[config.mk]
export PLATFORM = sky130hd
export DESIGN_NAME = fetch_unit
export DESIGN_NICKNAME = d
export VERILOG_FILES = /design/src/rtl/fetch_unit.sv
export SDC_FILE = /design/constraint.sdc
export NUM_CORES = 1
export LEC_CHECK = 0
export BUFFER_PORTS_ARGS = -buffer_cell sky130_fd_sc_hd__buf_2
export CORE_UTILIZATION = 58
export CTS_BUF_LIST = sky130_fd_sc_hd__clkbuf_4 sky130_fd_sc_hd__clkbuf_8
export CTS_CLUSTER_SIZE = 16
export DETAILED_ROUTE_END_ITERATION = 10
export PLACE_DENSITY = 0.88
export REMOVE_ABC_BUFFERS = 1
export SLEW_MARGIN = 20
export SYNTH_ARGS = -nofsm -noshare
export SYNTH_HDL_FRONTEND = slang
export SYNTH_SLANG_ARGS = --single-unit
export TNS_END_PERCENT = 5
[constraint.sdc]
create_clock -name clock -period 6.1 [get_ports clock]
set_clock_uncertainty 0.15 [all_clocks]
set_input_delay 0.61 -clock clock [delete_from_list [all_inputs] [get_ports clock]]
set_output_delay 0.61 -clock clock [all_outputs]
set_load 0.03 [all_outputs]
[src/rtl/fetch_unit.sv]
// fetch_unit: instruction-fetch stage controller. It drives the PC register's
// load port, runs the req/ack handshake with instruction memory, fills the
// IF/ID register and absorbs downstream stalls with a one-entry skid buffer.
// Latency: an instruction reaches IF/ID on the edge after its ack, so a
// zero-wait memory sustains one instruction per cycle.
// Backpressure: a stall together with an ack parks the response in the skid
// buffer (HOLD). No new request is issued until the skid drains into IF/ID.
//
// Ports:
//   clock, reset          rising-edge clock, asynchronous active-low reset
//   pc_value              current PC from the PC register
//   pc_next, pc_enable    PC register data / load enable (combinational)
//   imem_req, imem_addr   fetch request and address, held until imem_ack
//   imem_ack, imem_rdata  memory response and instruction word
//   stall                 ID stage cannot accept the IF/ID entry this cycle
//   redirect,
//   redirect_target       taken branch/jump and its new PC
//   if_valid, if_instr,
//   if_pc_plus4           IF/ID register contents
module fetch_unit (
  input  logic        clock,
  input  logic        reset,
  input  logic [31:0] pc_value,
  output logic [31:0] pc_next,
  output logic        pc_enable,
  output logic        imem_req,
  output logic [31:0] imem_addr,
  input  logic        imem_ack,
  input  logic [31:0] imem_rdata,
  input  logic        stall,
  input  logic        redirect,
  input  logic [31:0] redirect_target,
  output logic        if_valid,
  output logic [31:0] if_instr,
  output logic [31:0] if_pc_plus4
);

  localparam logic [1:0] ST_FETCH = 2'd0;
  localparam logic [1:0] ST_HOLD  = 2'd1;
  localparam logic [1:0] ST_DROP  = 2'd2;

  logic [1:0]  state_q, state_d;
  logic        if_valid_q, if_valid_d;
  logic [31:0] if_instr_q, if_instr_d;
  logic [31:0] if_pc4_q, if_pc4_d;
  logic        skid_vld_q, skid_vld_d;
  logic [31:0] skid_instr_q, skid_instr_d;
  logic [31:0] skid_pc4_q, skid_pc4_d;
  logic [31:0] drop_addr_q, drop_addr_d;

  logic [31:0] pc_plus4;
  logic        slot_free;
  logic        req_raw;
  logic        pc_en_raw;
  logic [31:0] pc_next_raw;
  logic [31:0] addr_raw;

  // Wraps modulo 2^32 by construction.
  assign pc_plus4  = pc_value + 32'd4;
  assign slot_free = !if_valid_q || !stall;

  always_comb begin
    state_d      = state_q;
    if_valid_d   = if_valid_q;
    if_instr_d   = if_instr_q;
    if_pc4_d     = if_pc4_q;
    skid_vld_d   = skid_vld_q;
    skid_instr_d = skid_instr_q;
    skid_pc4_d   = skid_pc4_q;
    drop_addr_d  = drop_addr_q;
    req_raw      = 1'b1;
    pc_en_raw    = 1'b0;
    pc_next_raw  = pc_plus4;
    addr_raw     = pc_value;

    case (state_q)
      ST_FETCH: begin
        if (redirect) begin
          if_valid_d  = 1'b0;
          pc_next_raw = redirect_target;
          pc_en_raw   = 1'b1;
          // The wrong-path request is still in flight; remember its address
          // so the request stays stable until memory answers it.
          if (!imem_ack) begin
            drop_addr_d = pc_value;
            state_d     = ST_DROP;
          end
        end else if (imem_ack) begin
          pc_en_raw = 1'b1;
          if (slot_free) begin
            if_valid_d = 1'b1;
            if_instr_d = imem_rdata;
            if_pc4_d   = pc_plus4;
          end else begin
            skid_vld_d   = 1'b1;
            skid_instr_d = imem_rdata;
            skid_pc4_d   = pc_plus4;
            state_d      = ST_HOLD;
          end
        end else if (if_valid_q && !stall) begin
          if_valid_d = 1'b0;
        end
      end

      ST_HOLD: begin
        // PC already advanced when the skid was loaded, so no request and
        // no PC load here unless a redirect flushes everything.
        req_raw = 1'b0;
        if (redirect) begin
          if_valid_d  = 1'b0;
          skid_vld_d  = 1'b0;
          pc_next_raw = redirect_target;
          pc_en_raw   = 1'b1;
          state_d     = ST_FETCH;
        end else if (!stall) begin
          if_valid_d = skid_vld_q;
          if_instr_d = skid_instr_q;
          if_pc4_d   = skid_pc4_q;
          skid_vld_d = 1'b0;
          state_d    = ST_FETCH;
        end
      end

      ST_DROP: begin
        addr_raw   = drop_addr_q;
        if_valid_d = 1'b0;
        if (redirect) begin
          pc_next_raw = redirect_target;
          pc_en_raw   = 1'b1;
        end
        if (imem_ack) begin
          state_d = ST_FETCH;
        end
      end

      default: begin
        state_d    = ST_FETCH;
        if_valid_d = 1'b0;
        skid_vld_d = 1'b0;
      end
    endcase
  end

  always_ff @(posedge clock or negedge reset) begin
    if (!reset) begin
      state_q      <= ST_FETCH;
      if_valid_q   <= 1'b0;
      if_instr_q   <= 32'd0;
      if_pc4_q     <= 32'd0;
      skid_vld_q   <= 1'b0;
      skid_instr_q <= 32'd0;
      skid_pc4_q   <= 32'd0;
      drop_addr_q  <= 32'd0;
    end else begin
      state_q      <= state_d;
      if_valid_q   <= if_valid_d;
      if_instr_q   <= if_instr_d;
      if_pc4_q     <= if_pc4_d;
      skid_vld_q   <= skid_vld_d;
      skid_instr_q <= skid_instr_d;
      skid_pc4_q   <= skid_pc4_d;
      drop_addr_q  <= drop_addr_d;
    end
  end

  // Request and PC load are gated by reset directly so they drop the moment
  // reset asserts, abandoning any outstanding transaction.
  assign imem_req    = req_raw & reset;
  assign pc_enable   = pc_en_raw & reset;
  assign pc_next     = pc_next_raw;
  assign imem_addr   = addr_raw;
  assign if_valid    = if_valid_q;
  assign if_instr    = if_instr_q;
  assign if_pc_plus4 = if_pc4_q;

endmodule

==> reports/metrics.cfg <==
[detailed_routing]
wl_met1_um=8927
ant_nets=0
routed_wl_um=20870
vias_per_cell=5.690
firstDrtPassIters=6
dr.max_layer_used=met4
wl_met2_um=10170
wl_per_cell_um=17.34
via_count=6851
wl_met3_um=1305
drc=0
first_iter_violations=427

[layout]
drive_gt1_frac=0.3675
fin_nets=1117
final_design_area_no_fill_sq_um=9827
nFillCells=1053
area_delta_synth_final_pct=19.63

[global_routing]
grt.total_usage=0.2981
grt_start_max_net_pins=104
grt-ovfl-total=0
antenna_found_initial=1
grt_pass1_vias=6600
grt_pass1_wl_um=33310

[synth]
synth-seq-cells=164
syn_inst=811
synth-edff-count=0
yosys_most_used_dff=dfrtp_1
synth_cell_types=46
syn_area_per_cell_sq_um=10.13
synth_area_sq_um=8214
async_reset_ff_frac=1.000
ys_warn_count=0
ys_seq_area_frac=0.4996

[sta]
fmax_ghz=0.2909
fin_ws_ns=2.663
period_share=0.5634
slew_headroom=0.3002
tightest_slew_ns=1.050
final_hold_viol_count=0
min_period_ns=3.437
rsz0062_at_grt=false
final.setup.tns_ns=0
setup_viol=0
final_max_slew_viol_count=0
holdWs_ns=0.2582

[power_and_ir_drop]
ir_worst_vdd_mv=0.2919
p_per_area_nw_per_um2=497.4
p_leak_nw=4.636
total_power_mw=4.888

[clock_tree]
clock_latency_ns=0.44
hold_buffers=1
htreeDepth=4
cts_buffer_depth=2
cts_setup_buffers=0
cts_root_buf=clkbuf_8
tritoncts=done
cts_sinks=164
cts_buffers=17
path_clk_slew_ns=0.08
cts-resized-gates=0

[place]
port_buffers=231
dpl_cell_area_sq_um=9434
gp_congestion=0.8411
pre_cts_ws_ns=2.687
dpl.hpwl_um=14240

[status]
status=complete, no violations

[setup_path]
cp.required_ns=5.34
startpoint_type=input port
crit_fanout=8
cpMostUsedCell=buf_2
crit_start=pc_value[4]
critPathCaptureType=primary output
reg2reg_from=state_q[1]
path_cells=buf_2, nand3_1, nor4_1, a31oi_1, nor2b_1, a21oi_1, buf_2
reg2reg_slack_ns=2.82
crit_slowest_cell=nor4_1
crit_path_max_incr_delay_ns=0.84
arrival_ns=2.68
worstSetupPathType=in -> out

[die]
core_area_sq_um=13830
die_h_um=121.0
num_rows=43
top_level_ports=232
die_area_sq_um=14640
initial_core_util=0.5941
die_x_um=121.0

[worst_hold_path]
min_from=imem_rdata[3]
hp-class=in -> reg

[flow_run]
cap_violations=0

==> logic make-up (layout without fill, tap and decap cells) <==
kind of cell / after synthesis / count (layout) / share of synthesized area
other cells: 0 / 1 / 0
xor+xnor: 24 / 24 / 0.02559
mux: 132 / 132 / 0.1753
buf+inv: 70 / 282 / 0.03595
flops: 164 / 164 / 0.4996
fa+ha+maj: 5 / 5 / 0.007616
compound gates: 168 / 168 / 0.1109
simple gates: 248 / 248 / 0.1450
==> flip-flops by register name, summed over array words and instances (netlist names) <==
name and count:
if_pc_plus4 32, drop_addr_q 32, skid_instr_q 32, if_valid 1, skid_pc4_q 32, state_q 2, if_instr 32, skid_vld_q 1
==> metrics by stage <==
| stage | cells | util |
|---|---|---|
| finish | 1204 | 0.7107 |
| global route | 1204 | 0.7107 |
| CTS | 1203 | 0.7105 |
| detailed placement | 1171 | 0.6823 |
| global placement | 1171 | 0.6823 |
| floorplan | 753 | - |
==> synth_stat cells (2+ instances only) <==
cell	instances	area, sq um
clkbuf_1	36	135.1
nand2_1	91	341.6
buf_2	14	70.07
buf_6	2	22.52
and4_1	3	26.28
buf_1	6	22.52
nor4_1	3	18.77
inv_1	12	45.04
nor3_1	5	25.02
and3_1	6	37.54
or4_1	6	45.04
mux2_2	95	1070
o32a_1	2	20.02
o211ai_1	8	60.06
ha_1	5	62.56
a21oi_1	63	315.3
xnor2_1	8	70.07
nor2b_1	6	37.54
nor3b_1	4	30.03
dfrtp_1	164	4104
nand3_1	23	115.1
a31oi_1	4	25.02
mux2i_1	37	370.4
nor2_1	67	251.5
nand4_1	19	118.9
nand2b_1	2	12.51
and2_1	3	18.77
o21ai_0	78	390.4
xor2_1	16	140.1
a211oi_1	2	15.01
o21a_1	6	45.04
==> final timing paths <==
check | cells past startpoint | to
worst max-delay path | 7 | pc_next[21]
worst min-delay path | 2 | skid_instr_q[3]
worst max register to register | 8 | if_pc_plus4[16]
worst min register to register | 2 | if_pc_plus4[26]
max in group asynchronous | 3 | if_pc_plus4[9]
min in group asynchronous | 2 | drop_addr_q[9]
==> routing by layer <==
layer  vias to the layer above  GRT usage
li1                       3247          -
met1                      3308     0.3844
met2                       263     0.4968
met3                        33    0.05874
met4                         0     0.1127
met5                         -          0
==> cell type report <==
class / count / area (sq um) / share of cell area
Sequential cell: 164 / 4104 / 0.4176
Multi-Input combinational cell: 577 / 3845 / 0.3913
Timing Repair Buffer: 239 / 1225 / 0.1246
Clock buffer: 23 / 304.0 / 0.03094
Tap cell: 180 / 225.2 / 0.02292
Clock inverter: 8 / 76.32 / 0.007767
Inverter: 12 / 45.04 / 0.004584
Antenna cell: 1 / 2.502 / 0.0002546
==> placed cells by master (no fill, tap or decap), types with 4 or more instances in the layout <==
| cell type | Yosys | routed |
|---|---|---|
| a21oi_1 | 63 | 63 |
| a31oi_1 | 4 | 4 |
| and3_1 | 6 | 6 |
| buf_2 | 14 | 230 |
| buf_4 | 0 | 7 |
| clkbuf_8 | 0 | 21 |
| dfrtp_1 | 164 | 164 |
| inv_1 | 12 | 12 |
| mux2_2 | 95 | 95 |
| mux2i_1 | 37 | 37 |
| nand2_1 | 91 | 91 |
| nand3_1 | 23 | 22 |
| nand4_1 | 19 | 19 |
| nor2_1 | 67 | 66 |
| nor2b_1 | 6 | 6 |
| nor3_1 | 5 | 5 |
| nor3b_1 | 4 | 4 |
| o211ai_1 | 8 | 8 |
| o21a_1 | 6 | 6 |
| o21ai_0 | 78 | 78 |
| or4_1 | 6 | 6 |
| xnor2_1 | 8 | 8 |
| xor2_1 | 16 | 16 |
==> worst max-delay path: cells and delay by family <==
family	cells	cell delay, ns
buffers and inverters	2	0.37
AO/OA/AOI/OAI	2	0.32
AND/OR/NAND/NOR	3	1.38
==> report_power, final <==
group | switching, mW | internal (mW) | total, mW
Combinational | 1.46 | 0.805 | 2.27
Sequential | 0.269 | 1.59 | 1.86
Clock | 0.384 | 0.372 | 0.756
Total | 2.12 | 2.77 | 4.89
(Power assumes the default switching activity.)
